==> src/rtl/fifo_burst_reader.sv <==
// Read-side controller for the single-clock byte FIFO: drains threshold or
// timeout bursts and presents them as a valid/ready stream with an end-of-burst marker.
module fifo_burst_reader #(
  parameter int unsigned DATA_W        = 8,
  parameter int unsigned CNT_W         = 7,
  parameter int unsigned BURST_LEN     = 16,
  parameter int unsigned FLUSH_TIMEOUT = 255
) (
  input  logic              clk,
  input  logic              rst,
  output logic              fifo_rd_en,
  input  logic [DATA_W-1:0] fifo_data,
  input  logic              fifo_empty,
  input  logic [CNT_W-1:0]  fifo_count,
  output logic [DATA_W-1:0] m_data,
  output logic              m_valid,
  input  logic              m_ready,
  output logic              m_last,
  output logic              burst_active,
  output logic [15:0]       bursts_done
);

  localparam int unsigned TMO_W     = (FLUSH_TIMEOUT < 2) ? 1 : $clog2(FLUSH_TIMEOUT + 1);
  localparam int unsigned BUF_DEPTH = 4;
  localparam int unsigned PTR_W     = 2;
  localparam int unsigned OCC_W     = 3;

  typedef enum logic [1:0] {
    IDLE  = 2'd0,
    BURST = 2'd1,
    FLUSH = 2'd2
  } state_t;

  state_t               state_q, state_d;
  logic [CNT_W-1:0]     len_q;
  logic [CNT_W-1:0]     rd_issued_q;
  logic [TMO_W-1:0]     tmo_q;
  logic                 in_flight_q;
  logic                 in_flight_last_q;
  logic [DATA_W-1:0]    buf_data_q [BUF_DEPTH];
  logic [BUF_DEPTH-1:0] buf_last_q;
  logic [PTR_W-1:0]     wr_ptr_q, rd_ptr_q;
  logic [OCC_W-1:0]     occ_q;
  logic [15:0]          bursts_done_q;

  logic push, pop, last_hs;
  logic go_burst, go_flush, tmo_hit;
  logic room, reads_left, is_last_read;

  // Stream side is the head of the output buffer
  assign m_valid     = (occ_q != '0);
  assign m_data      = m_valid ? buf_data_q[rd_ptr_q] : '0;
  assign m_last      = m_valid & buf_last_q[rd_ptr_q];
  assign pop         = m_valid & m_ready;
  assign push        = in_flight_q;
  assign last_hs     = pop & m_last;
  assign bursts_done = bursts_done_q;

  assign go_burst     = (fifo_count >= CNT_W'(BURST_LEN));
  assign tmo_hit      = (tmo_q == TMO_W'(FLUSH_TIMEOUT));
  assign go_flush     = tmo_hit && (fifo_count != '0);
  // A read in flight already owns a buffer slot
  assign room         = (4'(occ_q) + 4'(in_flight_q)) < 4'(BUF_DEPTH);
  assign reads_left   = (rd_issued_q < len_q);
  assign is_last_read = (rd_issued_q == CNT_W'(len_q - CNT_W'(1)));

  always_ff @(posedge clk or posedge rst) begin
    if (rst) state_q <= IDLE;
    else     state_q <= state_d;
  end

  // Threshold burst takes priority over a timeout flush
  always_comb begin
    state_d = state_q;
    unique case (state_q)
      IDLE: begin
        if (go_burst)      state_d = BURST;
        else if (go_flush) state_d = FLUSH;
      end
      BURST, FLUSH: begin
        if (last_hs) state_d = IDLE;
      end
      default: state_d = IDLE;
    endcase
  end

  always_comb begin
    burst_active = 1'b0;
    fifo_rd_en   = 1'b0;
    if (state_q != IDLE) begin
      burst_active = 1'b1;
      fifo_rd_en   = !fifo_empty && reads_left && room;
    end
  end

  // Idle-with-partial-data timer; cleared before it can pass the limit
  always_ff @(posedge clk or posedge rst) begin
    if (rst) begin
      tmo_q <= '0;
    end else if ((state_q != IDLE) || (state_d != IDLE) || (fifo_count == '0) || tmo_hit) begin
      tmo_q <= '0;
    end else if (fifo_count < CNT_W'(BURST_LEN)) begin
      tmo_q <= TMO_W'(tmo_q + TMO_W'(1));
    end
  end

  always_ff @(posedge clk or posedge rst) begin
    if (rst) begin
      len_q       <= '0;
      rd_issued_q <= '0;
    end else if (state_q == IDLE) begin
      rd_issued_q <= '0;
      if (go_burst)      len_q <= CNT_W'(BURST_LEN);
      else if (go_flush) len_q <= fifo_count;
    end else if (fifo_rd_en) begin
      rd_issued_q <= CNT_W'(rd_issued_q + CNT_W'(1));
    end
  end

  always_ff @(posedge clk or posedge rst) begin
    if (rst) begin
      in_flight_q      <= 1'b0;
      in_flight_last_q <= 1'b0;
    end else begin
      in_flight_q      <= fifo_rd_en;
      in_flight_last_q <= fifo_rd_en && is_last_read;
    end
  end

  // Output buffer absorbs the FIFO read latency; reset drops in-flight data
  always_ff @(posedge clk or posedge rst) begin
    if (rst) begin
      wr_ptr_q   <= '0;
      rd_ptr_q   <= '0;
      occ_q      <= '0;
      buf_last_q <= '0;
      for (int i = 0; i < BUF_DEPTH; i++) buf_data_q[i] <= '0;
    end else begin
      if (push) begin
        buf_data_q[wr_ptr_q] <= fifo_data;
        buf_last_q[wr_ptr_q] <= in_flight_last_q;
        wr_ptr_q             <= PTR_W'(wr_ptr_q + PTR_W'(1));
      end
      if (pop) rd_ptr_q <= PTR_W'(rd_ptr_q + PTR_W'(1));
      unique case ({push, pop})
        2'b10:   occ_q <= OCC_W'(occ_q + OCC_W'(1));
        2'b01:   occ_q <= OCC_W'(occ_q - OCC_W'(1));
        default: occ_q <= occ_q;
      endcase
    end
  end

  always_ff @(posedge clk or posedge rst) begin
    if (rst)          bursts_done_q <= '0;
    else if (last_hs) bursts_done_q <= 16'(bursts_done_q + 16'd1);
  end

endmodule

==> config.mk <==
export PLATFORM = sky130hd
export DESIGN_NAME = fifo_burst_reader
export DESIGN_NICKNAME = d
export VERILOG_FILES = /design/src/rtl/fifo_burst_reader.sv
export SDC_FILE = /design/constraint.sdc
export NUM_CORES = 1
export LEC_CHECK = 0
export BUFFER_PORTS_ARGS = -buffer_cell sky130_fd_sc_hd__buf_4
export CAP_MARGIN = 20
export CORE_AREA = 10 10 96 98
export DETAILED_ROUTE_END_ITERATION = 7
export DIE_AREA = 0 0 106 108
export PLACE_DENSITY = 0.81
export SYNTH_ARGS = -nofsm -noshare
export SYNTH_HDL_FRONTEND = slang
export SYNTH_SLANG_ARGS = --single-unit
==> constraint.sdc <==
create_clock -name clk -period 5.86 [get_ports clk]
set_clock_uncertainty 0.05 [all_clocks]
set_input_delay 1.465 -clock clk [delete_from_list [all_inputs] [get_ports clk]]
set_output_delay 1.465 -clock clk [all_outputs]
set_load 0.1 [all_outputs]
==> summary.md <==
| Metric | Value |
|---|---|
| Status | `finished, final reports clean` |
| I/O Buffers | `46` |
| Pwr/cell area | `478 mW/mm2` |
| Hpwl dp | `5810 um` |
| TNS Setup | `0 ns` |
| CP max stage cell | `and3_1` |
| FF-to-FF Start | `state_q[1]` |
| Synth unique cells | `40` |
| WP depth | `6` |
| Fmax achieved | `0.242 GHz` |
| Dpl ws | `1.77 ns` |
| Crit-path cells | `buf_4, nor3_1, and3_1, nand2b_1, nor2_1, buf_4` |
| Vias in the first global route | `2994` |
| Leak | `2.19 nW` |
| Hold buffers post-CTS | `0` |
| Bufs and invs on worst path | `2` |
| Clk Latency, worst-skew pair | `0.35 ns` |
| CTS Buf Count | `9` |
| Row count | `32` |
| Tot Pwr | `2.34 mW` |
| Vias per inst | `5.55` |
| Max H-tree Level | `3` |
| Layout Nets | `451` |
| Relative slew slack | `37.5%` |
| GR peak layer | `met2` |
| Max-slew violations | `0` |
| Seq cells post-synth | `85` |
| DR iter-0 viols | `82` |
| R2R setup slack | `3.14 ns` |
| Max cap viols | `0` |
| Antenna violations before repair | `0` |
| Fin crit period | `4.12 ns` |
| CTS tree | `done` |
| Sequential-to-total area share from yosys stat | `49.7%` |
| EDFF count, synth | `0` |
| Hold path endpoint | `bursts_done[15]` |
| Die height | `108 um` |
| Slew @ Worst Pin | `0.933 ns` |
| Utilization after layout | `65.7%` |
| Post-cts sizing count | `0` |
| Area Growth Syn to Fin | `14.4%` |
| Post-Syn Nets | `402` |
| Gate Count Post-Synth | `364` |
| Unrepaired setup endpoints after global routing | `false` |
| Prevailing post-synth register cell | `dfrtp_1` |
| Avg WL per Cell | `15.8 um` |
| Design Area, Final | `0.00490 mm2` |
| CP Data Required Time | `4.35 ns` |
| Cell Area, Synth | `0.00428 mm2` |
| Global Route Usage Sum | `15.2%` |
| Setup WS post-layout | `1.74 ns` |
| Placed Area | `0.00472 mm2` |
| Io pins | `47` |
| Most common cell after layout, fill and taps aside | `dfrtp_1` |
| # fillers | `572` |
| Worst hold path depth | `1` |
| Maximum fanout along the worst path | `6` |
| Vias | `2886` |
| Layout cells sized above 1 | `27.8%` |
| Peak VDD IR | `0.233 mV` |
| Finished Layout Cells | `520` |
| Residual DRC | `0` |
| Hold Vio Cnt, Final | `0` |
| Synth warn | `0` |
| Global route overflow | `0` |
| Ys async rst share | `100%` |
| Dpl cells | `504` |
| Met1 Usage GRT | `17.9%` |
| Final setup fails | `0` |
| RD Place Congestion | `0.812` |
| Antenna diodes | `0` |
| Postcts setup bufs | `0` |
| Top delay family on crit path | `simple AND/OR/NAND/NOR gates` |
| Die Area | `0.0114 mm2` |
| Clk buf depth | `2` |
| Startpoint types | `input pin` |
| Crit-path max cell delay | `0.32 ns` |
| CP Data Arrival Time | `2.61 ns` |
| First-pass GRT wire length | `14300 um` |
| Setup CP Type | `input pin to output pin` |
| Die X | `106 um` |
| Hold Slack | `0.428 ns` |
| First-pass DRT Iterations | `4` |
| Met3 GRT Util | `3.21%` |
| Min-delay worst type | `flop to flop` |
| Worst r2r path cells | `7` |
| Min-delay src | `bursts_done[15]` |
| Mapped Avg Cell Area | `11.8 um2` |
| Post-Route WL | `8210 um` |
| Clk Tree Root Cell | `clkbuf_8` |
| Initial Util | `57.5%` |
| CTS clk-pin slew, worst paths | `0.09 ns` |
| R2r endpoint | `tmo_q[5]` |
| CTS Sinks | `85` |
| Most frequent CP cell | `buf_4` |
| Commonest cells after routing, fill and taps aside | `dfrtp_1 (85), buf_4 (47), mux2_2 (37)` |
| Largest net degree at the start of global routing | `52` |
| Final ANT Viol Nets | `0` |
| Period Utilization, post-route | `70.4%` |
| GRT met2 Usage | `26.1%` |
| Core area | `0.00745 mm2` |
| Crit. End Element | `output pin` |
==> where the power goes <==
part | internal [mW] | switching (mW)
Sequential | 0.736 | 0.130
Combinational | 0.376 | 0.728
Clock | 0.155 | 0.214
Total | 1.27 | 1.07
==> final cells by class <==
cell class	instances	area (um2)	area share, %
Multi-Input combinational cell	249	2030	41.5
Timing Repair Buffer	47	353	7.21
Clock inverter	7	51.3	1.05
Clock buffer	9	124	2.53
Tap cell	102	128	2.61
Sequential cell	85	2130	43.4
Inverter	21	80.1	1.64
==> worst reg2reg max path: stages, from the launching register on <==
cell and delay (ns):
dfrtp_1 0.43, inv_1 0.08, ha_1 0.49, nor4b_2 0.39, nor4b_2 0.55, o221a_4 0.28
or3_1 0.26, nor2_1 0.08
==> how the worst max path moves through the flow <==
stage | from | endpoint | slack (ns)
2_1_floorplan | fifo_empty | fifo_rd_en | 1.01
3_3_place_gp | fifo_empty | fifo_rd_en | 1.80
3_5_place_dp | fifo_empty | fifo_rd_en | 1.77
4_1_cts | fifo_empty | fifo_rd_en | 1.75
5_1_grt | len_q[1] | fifo_rd_en | 1.58
6_report | fifo_empty | fifo_rd_en | 1.74
==> per-layer routing <==
metal,vias up,share of wire [%],wire length (um)
met4,0,1.8,151
li1,1388,-,-
met5,-,0,0
met1,1436,44,3610
met2,48,50,4120
met3,14,3.9,323
==> cell usage after synthesis, types with 2 or more instances <==
| master | instances | share of area (%) |
|---|---|---|
| a21oi_1 | 10 | 1.2 |
| a22o_1 | 4 | 0.82 |
| and2_1 | 11 | 1.6 |
| and3_1 | 7 | 1.0 |
| and4_1 | 4 | 0.82 |
| buf_2 | 2 | 0.23 |
| clkbuf_1 | 6 | 0.53 |
| dfrtp_1 | 85 | 50 |
| ha_1 | 18 | 5.3 |
| inv_1 | 21 | 1.8 |
| mux2_2 | 37 | 9.7 |
| mux4_2 | 9 | 4.7 |
| nand2_1 | 23 | 2.0 |
| nand2b_1 | 2 | 0.29 |
| nand3_1 | 9 | 1.1 |
| nand4_1 | 14 | 2.0 |
| nor2_1 | 18 | 1.6 |
| nor3_1 | 6 | 0.70 |
| nor4_1 | 2 | 0.29 |
| nor4b_2 | 2 | 0.70 |
| o21ai_0 | 13 | 1.5 |
| or3_1 | 8 | 1.2 |
| xnor2_1 | 23 | 4.7 |
| xor2_1 | 14 | 2.9 |
==> state kept, by name, indices dropped and copies added, names as in the netlist <==
name              cells
wr_ptr_q              2
state_q               2
tmo_q                 8
in_flight_q           1
buf_data_q           32
rd_ptr_q              2
bursts_done          16
in_flight_last_q      1
buf_last_q            4
rd_issued_q           7
occ_q                 3
len_q                 7
==> kinds of logic after synthesis <==
| kind of cell | Yosys count | share of synthesized area (%) |
|---|---|---|
| adders and majority gates | 19 | 5.73 |
| AOI/OAI and AO/OA | 36 | 5.41 |
| xor gates and xnor gates | 37 | 7.57 |
| and+or+nand+nor | 111 | 14.3 |
| muxes | 46 | 14.5 |
| DFF | 85 | 49.7 |
| buffers and inverters | 30 | 2.78 |
Note: power is estimated with default switching activity, not from simulation.
